### src/rtl/zxuno_uart_rx_pkg.sv
// Shared definitions for the ZX-Uno UART receive path and its register logic.
package zxuno_uart_pkg;

  // Receiver deframing FSM encoding.
  typedef enum logic [2:0] {
    ST_IDLE      = 3'd0,
    ST_START     = 3'd1,
    ST_DATA      = 3'd2,
    ST_STOP      = 3'd3,
    ST_WAIT_IDLE = 3'd4
  } rx_state_t;

  localparam int OVERSAMPLE = 4;
  localparam int DATA_BITS  = 8;

  // ZX-Uno register numbers serviced by the UART register logic.
  localparam logic [7:0] UART_DATA_REG = 8'hC6;
  localparam logic [7:0] UART_STAT_REG = 8'hC7;

endpackage

### src/rtl/zxuno_uart_rx_if.sv
// Register-side bus of the UART receiver: CPU pop/clear strobes in,
// FIFO head, occupancy and sticky error flags out.
interface zxuno_uart_rx_if #(
  parameter int FIFO_DEPTH = 16
);
  localparam int CW = $clog2(FIFO_DEPTH) + 1;

  logic          rd_pop;
  logic          clr_err;
  logic [7:0]    rx_data;
  logic          rx_valid;
  logic [CW-1:0] rx_count;
  logic          frame_err;
  logic          overrun;

  // UART register logic side.
  modport master (
    output rd_pop, clr_err,
    input  rx_data, rx_valid, rx_count, frame_err, overrun
  );

  // Receiver side.
  modport slave (
    input  rd_pop, clr_err,
    output rx_data, rx_valid, rx_count, frame_err, overrun
  );
endinterface

### src/rtl/zxuno_uart_rx_fifo.sv
// Synchronous receive FIFO. Pointers carry one extra wrap bit so full and
// empty are distinguishable without a separate counter. A push into a full
// FIFO is still accepted when a pop happens in the same clk.
module uart_rx_fifo #(
  parameter int DEPTH = 16,
  parameter int WIDTH = 8
) (
  input  logic                     clk,
  input  logic                     rst_n,
  input  logic                     push,
  input  logic [WIDTH-1:0]         push_data,
  input  logic                     pop,
  output logic [WIDTH-1:0]         head,
  output logic [$clog2(DEPTH):0]   count,
  output logic                     full,
  output logic                     empty
);
  localparam int AW = $clog2(DEPTH);
  localparam logic [AW:0] PTR_ONE = {{AW{1'b0}}, 1'b1};

  logic [WIDTH-1:0] mem [DEPTH];
  logic [AW:0]      wr_ptr;
  logic [AW:0]      rd_ptr;
  logic             do_push;
  logic             do_pop;

  assign empty   = (wr_ptr == rd_ptr);
  assign full    = (wr_ptr[AW] != rd_ptr[AW]) && (wr_ptr[AW-1:0] == rd_ptr[AW-1:0]);
  assign do_pop  = pop && !empty;
  assign do_push = push && (!full || do_pop);
  assign count   = wr_ptr - rd_ptr;
  assign head    = mem[rd_ptr[AW-1:0]];

  // Pointer update; a pop on an empty FIFO leaves the read pointer alone.
  always_ff @(posedge clk or negedge rst_n) begin
    if (!rst_n) begin
      wr_ptr <= '0;
      rd_ptr <= '0;
    end else begin
      if (do_push) wr_ptr <= wr_ptr + PTR_ONE;
      if (do_pop)  rd_ptr <= rd_ptr + PTR_ONE;
    end
  end

  // Storage is cleared on reset so the head reads 0x00 out of reset.
  always_ff @(posedge clk or negedge rst_n) begin
    if (!rst_n) begin
      for (int i = 0; i < DEPTH; i++) mem[i] <= '0;
    end else if (do_push) begin
      mem[wr_ptr[AW-1:0]] <= push_data;
    end
  end

endmodule

### src/rtl/zxuno_uart_rx.sv
// ZX-Uno UART receive front end: 4x oversampled 8N1 deframer, receive FIFO,
// sticky error flags and RTS flow control with hysteresis.
//
// state        | meaning
// ST_IDLE      | line idle, waiting for a low sample
// ST_START     | confirming start bit at its middle
// ST_DATA      | sampling 8 data bits, LSB first
// ST_STOP      | sampling stop bit, push or flag frame error
// ST_WAIT_IDLE | after a frame error, wait for the line to go high
module zxuno_uart_rx
  import zxuno_uart_pkg::*;
#(
  parameter int FIFO_DEPTH = 16,
  parameter int RTS_HIGH   = 12,
  parameter int RTS_LOW    = 8
) (
  input  logic                  clk,
  input  logic                  rst_n,
  input  logic                  bit_clk4x,
  input  logic                  uart_rx,
  output logic                  uart_rts,
  zxuno_uart_rx_if.slave        bus
);
  localparam int         CW      = $clog2(FIFO_DEPTH) + 1;
  localparam logic [1:0] PH_LAST = 2'(OVERSAMPLE - 1);
  localparam logic [1:0] PH_MID  = 2'(OVERSAMPLE / 2 - 1);
  localparam logic [2:0] BN_LAST = 3'(DATA_BITS - 1);

  logic      rx_meta, rxs;
  logic      bclk_meta, bclk_sync, bclk_prev;
  logic      tick;

  rx_state_t state_q, state_d;
  logic [1:0] ph_q, ph_d;
  logic [2:0] bn_q, bn_d;
  logic [7:0] shift_q, shift_d;
  logic       byte_push;
  logic       frame_set;

  logic [CW-1:0] fifo_count;
  logic          fifo_full;
  logic          fifo_empty;
  logic          overrun_set;

  // Synchronise the serial line (idles high) and the oversample clock level.
  always_ff @(posedge clk or negedge rst_n) begin
    if (!rst_n) begin
      rx_meta   <= 1'b1;
      rxs       <= 1'b1;
      bclk_meta <= 1'b0;
      bclk_sync <= 1'b0;
      bclk_prev <= 1'b0;
    end else begin
      rx_meta   <= uart_rx;
      rxs       <= rx_meta;
      bclk_meta <= bit_clk4x;
      bclk_sync <= bclk_meta;
      bclk_prev <= bclk_sync;
    end
  end

  assign tick = bclk_sync && !bclk_prev;

  // Deframer state register.
  always_ff @(posedge clk or negedge rst_n) begin
    if (!rst_n) begin
      state_q <= ST_IDLE;
      ph_q    <= '0;
      bn_q    <= '0;
      shift_q <= '0;
    end else begin
      state_q <= state_d;
      ph_q    <= ph_d;
      bn_q    <= bn_d;
      shift_q <= shift_d;
    end
  end

  // Deframer next state; everything advances only on oversample ticks.
  always_comb begin
    state_d   = state_q;
    ph_d      = ph_q;
    bn_d      = bn_q;
    shift_d   = shift_q;
    byte_push = 1'b0;
    frame_set = 1'b0;
    if (tick) begin
      unique case (state_q)
        ST_IDLE: begin
          if (!rxs) begin
            state_d = ST_START;
            ph_d    = '0;
          end
        end
        ST_START: begin
          ph_d = ph_q + 2'd1;
          if (ph_q == PH_MID) begin
            if (rxs) begin
              state_d = ST_IDLE;
            end else begin
              state_d = ST_DATA;
              ph_d    = '0;
              bn_d    = '0;
            end
          end
        end
        ST_DATA: begin
          ph_d = ph_q + 2'd1;
          if (ph_q == PH_LAST) begin
            shift_d[bn_q] = rxs;
            bn_d          = bn_q + 3'd1;
            if (bn_q == BN_LAST) begin
              state_d = ST_STOP;
              ph_d    = '0;
            end
          end
        end
        ST_STOP: begin
          ph_d = ph_q + 2'd1;
          if (ph_q == PH_LAST) begin
            if (rxs) begin
              byte_push = 1'b1;
              state_d   = ST_IDLE;
            end else begin
              frame_set = 1'b1;
              state_d   = ST_WAIT_IDLE;
            end
          end
        end
        ST_WAIT_IDLE: begin
          if (rxs) state_d = ST_IDLE;
        end
        default: state_d = ST_IDLE;
      endcase
    end
  end

  uart_rx_fifo #(
    .DEPTH (FIFO_DEPTH),
    .WIDTH (8)
  ) u_fifo (
    .clk       (clk),
    .rst_n     (rst_n),
    .push      (byte_push),
    .push_data (shift_q),
    .pop       (bus.rd_pop),
    .head      (bus.rx_data),
    .count     (fifo_count),
    .full      (fifo_full),
    .empty     (fifo_empty)
  );

  assign overrun_set  = byte_push && fifo_full && !bus.rd_pop;
  assign bus.rx_valid = !fifo_empty;
  assign bus.rx_count = fifo_count;

  // Sticky error flags; a set in the same clk as a clear wins.
  always_ff @(posedge clk or negedge rst_n) begin
    if (!rst_n) begin
      bus.frame_err <= 1'b0;
      bus.overrun   <= 1'b0;
    end else begin
      if (frame_set)        bus.frame_err <= 1'b1;
      else if (bus.clr_err) bus.frame_err <= 1'b0;
      if (overrun_set)      bus.overrun   <= 1'b1;
      else if (bus.clr_err) bus.overrun   <= 1'b0;
    end
  end

  // RTS with hysteresis between the low and high occupancy marks.
  always_ff @(posedge clk or negedge rst_n) begin
    if (!rst_n) begin
      uart_rts <= 1'b0;
    end else if (fifo_count >= CW'(RTS_HIGH)) begin
      uart_rts <= 1'b1;
    end else if (fifo_count < CW'(RTS_LOW)) begin
      uart_rts <= 1'b0;
    end
  end

endmodule

### src/flat_wrapper.sv
// flat-port wrapper written by rule: the top's interface ports become plain ports
module zxuno_uart_rx_flat import zxuno_uart_pkg::*;
#(
  parameter int FIFO_DEPTH = 16,
  parameter int RTS_HIGH   = 12,
  parameter int RTS_LOW    = 8
)
  (clk, rst_n, bit_clk4x, uart_rx, uart_rts, bus_rd_pop, bus_clr_err, bus_rx_data, bus_rx_valid, bus_rx_count, bus_frame_err, bus_overrun);
  zxuno_uart_rx_if #(.FIFO_DEPTH(FIFO_DEPTH)) bus_i ();
  input  logic clk;
  input  logic rst_n;
  input  logic bit_clk4x;
  input  logic uart_rx;
  output logic uart_rts;
  input wire logic [$bits(bus_i.rd_pop)-1:0] bus_rd_pop;
  input wire logic [$bits(bus_i.clr_err)-1:0] bus_clr_err;
  output wire logic [$bits(bus_i.rx_data)-1:0] bus_rx_data;
  output wire logic [$bits(bus_i.rx_valid)-1:0] bus_rx_valid;
  output wire logic [$bits(bus_i.rx_count)-1:0] bus_rx_count;
  output wire logic [$bits(bus_i.frame_err)-1:0] bus_frame_err;
  output wire logic [$bits(bus_i.overrun)-1:0] bus_overrun;
  assign bus_i.rd_pop = bus_rd_pop;
  assign bus_i.clr_err = bus_clr_err;
  assign bus_rx_data = bus_i.rx_data;
  assign bus_rx_valid = bus_i.rx_valid;
  assign bus_rx_count = bus_i.rx_count;
  assign bus_frame_err = bus_i.frame_err;
  assign bus_overrun = bus_i.overrun;
  zxuno_uart_rx #(.FIFO_DEPTH(FIFO_DEPTH), .RTS_HIGH(RTS_HIGH), .RTS_LOW(RTS_LOW)) u_core (.clk(clk), .rst_n(rst_n), .bit_clk4x(bit_clk4x), .uart_rx(uart_rx), .uart_rts(uart_rts), .bus(bus_i));
endmodule
### config.mk
export PLATFORM = sky130hd
export DESIGN_NAME = zxuno_uart_rx_flat
export DESIGN_NICKNAME = d
export VERILOG_FILES = /design/src/rtl/zxuno_uart_rx_pkg.sv /design/src/rtl/zxuno_uart_rx_if.sv /design/src/rtl/zxuno_uart_rx_fifo.sv /design/src/rtl/zxuno_uart_rx.sv /design/src/flat_wrapper.sv
export SDC_FILE = /design/constraint.sdc
export NUM_CORES = 1
export LEC_CHECK = 0
export CAP_MARGIN = 20
export CORE_ASPECT_RATIO = 2
export CORE_MARGIN = 8
export CORE_UTILIZATION = 40
export DETAILED_ROUTE_END_ITERATION = 6
export GPL_TIMING_DRIVEN = 0
export HOLD_SLACK_MARGIN = 0.03
export PLACE_DENSITY = 0.6
export RECOVER_POWER = 50
export SETUP_SLACK_MARGIN = 0.5
export SLEW_MARGIN = 20
export SYNTH_ARGS = -nofsm -noshare
export SYNTH_HDL_FRONTEND = slang
export SYNTH_SLANG_ARGS = --single-unit
### constraint.sdc
create_clock -name clk -period 3.15 [get_ports clk]
set_input_delay 0.63 -clock clk [delete_from_list [all_inputs] [get_ports clk]]
set_output_delay 0.63 -clock clk [all_outputs]
set_load 0.05 [all_outputs]
==> results.cfg, run 1 <==
[status]
status = finished, violations left
violations = max-capacitance violations, max-slew violations

[power]
power.internal_uw = 4600
comb_power_share = 0.386
ir_drop_uv = 437
clock_power_share = 0.296
finalPower_uw = 7180
power_switching_uw = 2570
power.density_nw_per_um2 = 705
swShare = 0.359
power_frac_seq = 0.318
p_leak_uw = 0.00478

[clocking]
insertion_delay_ns = 0.42
cts-root-buf = clkbuf_16
cts_buffers = 17
cts.clk_slew.worst_paths_ns = 0.06
cts_tree = built
cts.sinks = 162
htree_num_levels = 4
clockBufferDepth = 2

[critical_path]
cpMostUsedCell = clkbuf_16
critPathKind = reg -> out
reg2reg_slack_ns = 0.40
crit_family = buffers and inverters
cp_num_buf_inv = 3
critPathRequiredTime_ns = 2.52
slowest_stage = mux4_2
startpoint_type = flip-flop
path_cells = clkbuf_16 -> clkbuf_16 -> mux4_2 -> a32oi_2 -> o21ai_2 -> buf_6
cp-end-kind = primary output
path_max_fanout = 8
cp.arrival_ns = 2.22
slowest_delay_ns = 0.52

[layout]
finalNetCount = 656
area_growth_syn_to_layout_pct = 27.9
final_cell_area_um2 = 10200
fin_cells = 909
num_antenna_cells = 0
drive_above_1_share = 0.504

[logic_synthesis]
postSynthCellCount = 561
syn-num-nets = 582
synth_area_um2 = 7960
yosys_warnings = 0
synth_seq_cells = 162
synth_cell_types = 52
ys_seq_area_frac = 0.510
synth.avg_cell_area_um2 = 14.2

[drt]
via_per_inst = 5.40
via_count = 4912
firstDrtPassIters = 4
remaining_drc_errors = 0
routed_wl_um = 20200
wire_per_inst_um = 22.2
ant_nets = 0
drtIter0Drc = 253

[timing]
maxSlewHeadroom = -0.173
hold_viol = 0
finClkSkew_ns = 0.00991
maxSlewViolCount = 68
fmax_mhz = 351
layout_min_cycle_time_ns = 2.85
period_share = 0.905
setup_violations = 0
worst_pin_slew_ns = 1.76
rsz0062_at_grt = yes

[global_routing]
grt_pass1_wl_um = 30700
grtUsageTotal = 0.163
overflow = 0
grt_max_degree = 96
grt_pass1_vias = 5543
grt_antenna_before_repair = 0

[worst_hold_path]
hp-class = reg -> reg

[floorplan]
floorplan.die.width_um = 116
num_rows = 73
initial_core_util = 0.403
pin_count = 23
dieArea_um2 = 24900
core_um2 = 19700
die_y_um = 216

[run]
drv_cap = 1

[placed_design]
gp_congestion = 0.882
place_hpwl_um = 13800
dp_cells = 846
postPlaceCellArea_um2 = 8600
port_buffers = 22
metrics by stage:
step / hold WS (ns) / util / setup WS, ns / setup TNS, ns
finish: 0.364 / 0.516 / 0.299 / 0
floorplan: 0.331 / - / 0.519 / 0
global placement: 0.342 / 0.434 / -4.63 / -744.95
detailed placement: 0.345 / 0.436 / -0.397 / -2.99
CTS: 0.170 / 0.488 / 0.234 / 0
global route: 0.377 / 0.516 / 0.228 / 0
logic make-up after synthesis:
logic type | share of synthesized area
AOI/OAI and AO/OA | 0.0395
xor gates and xnor gates | 0.0121
adders and majority gates | 0.0245
buffers and inverters | 0.0285
DFF | 0.510
muxes | 0.313
and+or+nand+nor | 0.0731
state kept, by name (all words and copies together), names as in the netlist, 2 cells and up:
| register | flops |
|---|---|
| u_core.u_fifo.rd_ptr | 5 |
| u_core.ph_q | 2 |
| u_core.u_fifo.wr_ptr | 5 |
| u_core.shift_q | 8 |
| u_core.u_fifo.mem | 128 |
| u_core.state_q | 3 |
| u_core.bn_q | 3 |
routing by layer:
layer  vias to the layer above  track usage  share of wire
li1                       2202            -              -
met1                      2615        0.167           0.36
met2                        66        0.303           0.60
met3                        29       0.0305          0.016
met4                         0       0.0823          0.026
met5                         -            0              0
worst register-to-register path: stages (launching register included):
cell       delay [ns]
dfrtp_1          0.41
buf_8            0.15
clkbuf_16        0.14
clkinv_4         0.04
ha_4             0.19
and4_4           0.15
a311o_1          0.38
buf_6            0.15
or4_4            0.53
buf_12           0.17
mux2_4           0.30
power by group through the flow:
stage               sequential (uW)  combinational, uW  clock (uW)
floorplan                      2300               1520           0
global placement               2300               2170           0
detailed placement             2310               2220           0
CTS                            2270               2490        2160
global route                   2290               2930        2250
finish                         2280               2770        2120
path summary, 6_finish.rpt:
kind	cells after the start	start	endpoint
max in group asynchronous	2	rst_n	u_core.u_fifo.wr_ptr[1]
setup / recovery	6	u_core.u_fifo.rd_ptr[0]	bus_rx_data[1]
hold reg to reg	0	u_core.bclk_meta	u_core.bclk_sync
min in group asynchronous	1	rst_n	u_core.u_fifo.mem[3]
hold / removal	0	u_core.bclk_meta	u_core.bclk_sync
setup reg to reg	10	u_core.u_fifo.rd_ptr[1]	u_core.u_fifo.mem[107]
area by class of cell:
cell class                      count  area, um^2
Timing Repair Buffer               55         702
Clock inverter                      9         130
Buffer                             35         324
Fill cell                        1688        9550
Multi-Input combinational cell    349        4090
Clock buffer                       22         474
Tap cell                          262         328
Sequential cell                   162        4060
Inverter                           15        66.3
cell usage after synthesis (all sizes together):
cell / n / area [um^2]
mux4: 24 / 541
nor2b: 5 / 31.3
xor2: 5 / 43.8
fa: 1 / 20.0
nand3b: 4 / 33.8
clkbuf: 24 / 90.1
nor4: 2 / 12.5
o31ai: 1 / 7.51
and4: 1 / 8.76
o21a: 1 / 7.51
a311o: 1 / 10.0
a21oi: 4 / 20.0
mux2i: 26 / 260
or3b: 3 / 26.3
mux2: 142 / 1690
and3: 6 / 37.5
nand2: 14 / 52.6
ha: 14 / 175
nor4b: 1 / 8.76
or3: 1 / 6.26
dfrtp: 160 / 4000
inv: 15 / 56.3
o21ai: 14 / 70.1
a21boi: 1 / 7.51
o2bb2ai: 1 / 8.76
o32ai: 2 / 17.5
and2: 1 / 6.26
nor2: 11 / 41.3
or2: 2 / 12.5
xnor2: 6 / 52.6
nor3: 15 / 179
buf: 11 / 80.1
a211oi: 1 / 7.51
nand4: 1 / 6.26
nand3: 9 / 45.0
a32oi: 8 / 70.1
o211ai: 1 / 7.51
a22oi: 9 / 67.6
dfstp: 2 / 52.6
nand2b: 4 / 25.0
or4: 4 / 41.3
nor3b: 1 / 7.51
o22ai: 2 / 12.5
timing repair:
item / 4_1_cts / 5_1_grt
cloned: 1 / 3
pin swaps: 13 / 25
gates resized for setup: 134 / 97
setup buffers: 20 / 8
hold buffers: 0 / 0
setup endpoints to repair: 144 / 116
layout by cell type, fill, tap and decap left out, types with 5 or more instances in the layout:
cell type and instances:
nor2_1 8, clkbuf_16 22, mux2_2 71, buf_12 15
buf_6 12, a22oi_2 8, o21ai_2 9, mux4_2 24
mux2_4 71, a32oi_2 8, xor2_1 5, clkbuf_1 21
and3_1 5, nand2_1 14, nor3_4 12, mux2i_1 26
buf_4 20, clkdlybuf4s50_1 5, xnor2_1 6, ha_1 11
nand3_1 9, inv_1 12, dfrtp_1 156
(Power assumes the default switching activity.)
==> run 2: changes to the inputs <==
--- a/config.mk
+++ b/config.mk
@@ -6,7 +6,7 @@
 export NUM_CORES = 1
 export LEC_CHECK = 0
 export CAP_MARGIN = 20
-export CORE_ASPECT_RATIO = 2
+export CORE_ASPECT_RATIO = 0.5
 export CORE_MARGIN = 8
 export CORE_UTILIZATION = 40
 export DETAILED_ROUTE_END_ITERATION = 6
@@ -14,7 +14,7 @@
 export HOLD_SLACK_MARGIN = 0.03
 export PLACE_DENSITY = 0.6
 export RECOVER_POWER = 50
-export SETUP_SLACK_MARGIN = 0.5
+export SETUP_SLACK_MARGIN = 0.05
 export SLEW_MARGIN = 20
 export SYNTH_ARGS = -nofsm -noshare
 export SYNTH_HDL_FRONTEND = slang
==> results.cfg, run 2 (synthesized netlist as in run 1, its figures left out) <==
[status]
status = finished, violations left
violations = max-capacitance violations, max-slew violations

[power]
p_leak_uw = 0.00450
ir_drop_uv = 504
power.density_nw_per_um2 = 718

[clocking]
clockBufferDepth = 2
cts-root-buf = clkbuf_16
cts.sinks = 162
ctsHoldBuffers = 0
cts_tree = built
cts_buffers = 17
htree_num_levels = 4
cts.clk_slew.worst_paths_ns = 0.06
insertion_delay_ns = 0.44

[critical_path]
critPathKind = reg -> out
cp-startpoint = u_core.u_fifo.rd_ptr[0]
cp-end-kind = primary output
path_max_fanout = 9
critPathRequiredTime_ns = 2.52
cp.arrival_ns = 2.37
r2r-start = u_core.u_fifo.rd_ptr[1]
startpoint_type = flip-flop

[placed_design]
postPlaceCellArea_um2 = 8570
place_hpwl_um = 12400
place_ws_ns = -0.734
gp_congestion = 0.778
port_buffers = 22

[timing]
worst_pin_slew_ns = 2.21
maxSlewViolCount = 48
setup_slack_ns = 0.154
hold_viol = 0
maxSlewHeadroom = -0.473
fmax_mhz = 334
rsz0062_at_grt = no
period_share = 0.951
setup_violations = 0
finClkSkew_ns = 0.0118
layout_min_cycle_time_ns = 3.00

[worst_hold_path]
hp-class = reg -> reg
hold_path.startpoint = u_core.bclk_meta

[drt]
wire_per_inst_um = 20.6
via_count = 4801
firstDrtPassIters = 4
routed_wl_um = 18300
remaining_drc_errors = 0
ant_nets = 0
drtIter0Drc = 301
via_per_inst = 5.40

[layout]
largest_reg_flops = 128
final_cell_mix = 158 x dfrtp_1, 118 x mux2_2, 26 x mux2i_1
area_growth_syn_to_layout_pct = 18.5
multi_input_area_um2 = 3740
top_regs = u_core.u_fifo.mem (128), u_core.shift_q (8)
drive_above_1_share = 0.429
final_cell_area_um2 = 9430
final_core_util = 0.484
finalNetCount = 634
largest-register = u_core.u_fifo.mem
fillers = 1702
seq_area_um2 = 4060
num_antenna_cells = 0
layout_commonest_cell = dfrtp_1

[global_routing]
grt_pass1_vias = 5089
grtUsageTotal = 0.157
grt_util_met3 = 0.0401
gr-max-usage-layer = met2
gr-usage-met2 = 0.233
grtUsageMet1 = 0.220
grt_max_degree = 65
overflow = 0
grt_antenna_before_repair = 0
grt_pass1_wl_um = 29900

[floorplan]
dieArea_um2 = 24900
die_y_um = 116
pin_count = 23
num_rows = 36
core_um2 = 19500
floorplan.die.width_um = 216
initial_core_util = 0.408

[run]
drv_cap = 1
## run 2: cell count changes in the layout (fill, tap and decap cells not counted), sizes merged, moves of 2 or more
cell	delta
clkinvlp	+2
buf	-23
bufinv	+2
clkinv	-2
clkbuf	-6
## run 2: worst paths after layout
| check | cells after the start | endpoint | slack [ns] |
|---|---|---|---|
| setup reg to reg | 10 | u_core.u_fifo.mem[119] | 0.18 |
| min in group asynchronous | 1 | u_core.ph_q[1] | 0.94 |
| max in group asynchronous | 3 | u_core.u_fifo.mem[122] | 0.73 |
| setup / recovery | 6 | bus_rx_data[7] | 0.15 |
| hold reg to reg | 0 | u_core.bclk_sync | 0.35 |
| hold / removal | 0 | u_core.bclk_sync | 0.35 |
## run 2: metal layers
| metal | routed length (um) | vias up |
|---|---|---|
| li1 | - | 2164 |
| met1 | 9070 | 2545 |
| met2 | 8080 | 68 |
| met3 | 828 | 24 |
| met4 | 310 | 0 |
| met5 | 0 | - |
## run 2: where the power goes
part / internal, uW / leakage [uW] / total [uW] / switching [uW]
registers: 2170 / 0.00221 / 2270 / 102
logic: 789 / 0.00200 / 2240 / 1450
clock network: 1390 / 0.000297 / 2260 / 867
total: 4350 / 0.00450 / 6770 / 2420
## run 2: timing repair
item | 4_1_cts | 5_1_grt
buffers inserted | 9 | 1
pin swaps | 7 | 1
setup endpoints to repair | 145 | 56
gates resized for setup | 90 | 21
## run 2: area by class of cell
cell class              count  area share
flip-flops and latches    162       0.430
multi-input cells         349       0.397
clock buffers              18      0.0455
repair buffers             34      0.0409
well taps                 266      0.0353
plain buffers              34      0.0244
clock inverters            11      0.0200
inverters                  15     0.00637
## run 2: metrics by stage
| stage | hold WS (ns) | setup TNS (ns) | std cells | power [uW] |
|---|---|---|---|---|
| after floorplan | 0.331 | 0 | 561 | 3740 |
| after global placement | 0.338 | -928.51 | 849 | 4420 |
| after detailed placement | 0.337 | -72.01 | 851 | 4450 |
| after CTS | 0.0879 | -0.210 | 888 | 6780 |
| after global routing | 0.358 | 0 | 889 | 7070 |
| final | 0.354 | 0 | 889 | 6770 |
## run 2: critical path: stages (launching register included)
cell and delay [ns]:
dfrtp_2 0.45, buf_12 0.17, and2_2 0.30, a22oi_2 0.31, mux2i_1 0.12, o21ai_1 0.26
buf_2 0.33
==> run 3: changes to the inputs <==
--- a/config.mk
+++ b/config.mk
@@ -12,7 +12,7 @@
 export DETAILED_ROUTE_END_ITERATION = 6
 export GPL_TIMING_DRIVEN = 0
 export HOLD_SLACK_MARGIN = 0.03
-export PLACE_DENSITY = 0.6
+export PLACE_DENSITY = 0.56
 export RECOVER_POWER = 50
 export SETUP_SLACK_MARGIN = 0.05
 export SLEW_MARGIN = 20
==> results.cfg, run 3 (synthesized netlist as in run 1, its figures left out) <==
[critical_path]
slowest_delay_ns = 0.44
path_cells = buf_12 -> and2_2 -> a22oi_1 -> mux2i_1 -> o21ai_0 -> buf_2
cp_num_buf_inv = 2
cp-end-kind = primary output
critPathRequiredTime_ns = 2.52
crit_family = compound AO/OA/AOI/OAI gates
endpoint = bus_rx_data[7]
r2r-end = u_core.u_fifo.mem[114]
cp-startpoint = u_core.u_fifo.rd_ptr[0]
slowest_stage = dfrtp_2
startpoint_type = flip-flop
path_max_fanout = 9
r2r_cells = 10
critPathKind = reg -> out
cp.arrival_ns = 2.35
r2r-start = u_core.u_fifo.rd_ptr[1]
reg2reg_slack_ns = 0.19
cp_num_cells = 6

[layout]
num_antenna_cells = 0
area_growth_syn_to_layout_pct = 17.6
top_regs = u_core.u_fifo.mem (128), u_core.shift_q (8)
drive_above_1_share = 0.425
seq_area_um2 = 4060
multi_input_area_um2 = 3740
fillers = 1722
final_cell_mix = 158 x dfrtp_1, 118 x mux2_2, 26 x mux2i_1
finalNetCount = 632
layout_commonest_cell = dfrtp_1
largest_reg_flops = 128
largest-register = u_core.u_fifo.mem
final_core_util = 0.480

[power]
ir_drop_uv = 392
finalPower_uw = 6600
power.density_nw_per_um2 = 706
p_leak_uw = 0.00446

[clocking]
cts_tree = built
cts_buffers = 17
cts.clk_slew.worst_paths_ns = 0.06
cts-root-buf = clkbuf_16
htree_num_levels = 4
clockBufferDepth = 2
ctsHoldBuffers = 0
cts.sinks = 162
insertion_delay_ns = 0.42

[drt]
routed_wl_um = 18400
ant_nets = 0
remaining_drc_errors = 0
via_count = 4707
wire_per_inst_um = 20.6
drtIter0Drc = 273
firstDrtPassIters = 4
via_per_inst = 5.29

[timing]
fmax_mhz = 336
layout_min_cycle_time_ns = 2.98
rsz0062_at_grt = no
finClkSkew_ns = 0.0103
period_share = 0.945
maxSlewHeadroom = -0.511
maxSlewViolCount = 92
worst_pin_slew_ns = 2.27
setup_violations = 0
hold_viol = 0

[floorplan]
pin_count = 23
num_rows = 36
core_um2 = 19500
dieArea_um2 = 24900
floorplan.die.width_um = 216
die_y_um = 116
initial_core_util = 0.408

[placed_design]
place_hpwl_um = 12500
port_buffers = 22
gp_congestion = 0.752

[worst_hold_path]
hp-class = reg -> reg

[global_routing]
grt_pass1_vias = 4950
grt_max_degree = 92
grtUsageTotal = 0.156
grt_pass1_wl_um = 29700
overflow = 0
grt_antenna_before_repair = 0

[run]
drv_cap = 1

[status]
violations = max-capacitance violations, max-slew violations
status = finished, violations left
run 3: changes by cell type in the layout (fill, tap and decap cells not counted), moves of 2 or more:
cell,previous run,this run
o21ai_0,6,8
buf_16,2,0
o21ai_1,8,6
clkbuf_8,1,3
bufinv_16,5,3
clkinv_2,3,1
inv_6,0,3
buf_4,9,7
run 3: final cells by class:
class / count / share of cell area
Clock inverter: 11 / 0.0162
Timing Repair Buffer: 32 / 0.0358
Buffer: 34 / 0.0241
Clock buffer: 21 / 0.0492
Inverter: 15 / 0.00602
Tap cell: 266 / 0.0356
Sequential cell: 162 / 0.434
Multi-Input combinational cell: 349 / 0.400
run 3: how the worst min path moves through the flow:
| stage | end | cells after the start | slack (ns) | start |
|---|---|---|---|---|
| floorplan | u_core.bclk_meta | 0 | 0.33 | rst_n |
| global placement | u_core.bclk_sync | 0 | 0.34 | u_core.bclk_meta |
| detailed placement | u_core.bclk_sync | 0 | 0.35 | u_core.bclk_meta |
| CTS | u_core.ph_q[1] | 1 | 0.25 | rst_n |
| global route | u_core.bclk_sync | 0 | 0.37 | u_core.bclk_meta |
| finish | u_core.bclk_sync | 0 | 0.36 | u_core.bclk_meta |
run 3: worst register-to-register path: cells and delay by family (launching register included):
| family | cells | cell delay, ns |
|---|---|---|
| buffers and inverters | 5 | 0.81 |
| AND/OR/NAND/NOR | 2 | 0.70 |
| flip-flops | 1 | 0.38 |
| AO/OA/AOI/OAI | 1 | 0.38 |
| multiplexers | 1 | 0.30 |
| adder cells (fa/ha/maj) | 1 | 0.28 |
run 3: timing repair:
| item | 4_1_cts | 5_1_grt |
|---|---|---|
| setup endpoints to repair | 145 | 74 |
| pin swaps | 7 | 1 |
| buffers inserted | 6 | 3 |
| gates resized for setup | 84 | 16 |
run 3: stage by stage:
stage	area [um^2]	hold WS, ns	TNS, ns	cells	setup slack, ns
6_report	9360	0.359	0	890	0.173
3_3_place_gp	8510	0.340	-936.35	849	-5.39
2_1_floorplan	7960	0.331	0	561	0.103
4_1_cts	9340	0.247	-0.0651	887	-0.0651
3_5_place_dp	8550	0.348	-70.93	850	-0.666
5_1_grt	9360	0.367	0	890	0.0510
run 3: layer usage:
metal,part of all wire,track usage,wire length [um]
met5,0,0,0
met3,0.045,0.0425,830
met1,0.49,0.218,8940
met4,0.0047,0.0393,87
met2,0.46,0.240,8490
run 3: where the power goes:
group	internal, uW	switching, uW
Clock	1300	868
Sequential	2170	93.8
Combinational	763	1410
Total	4230	2370
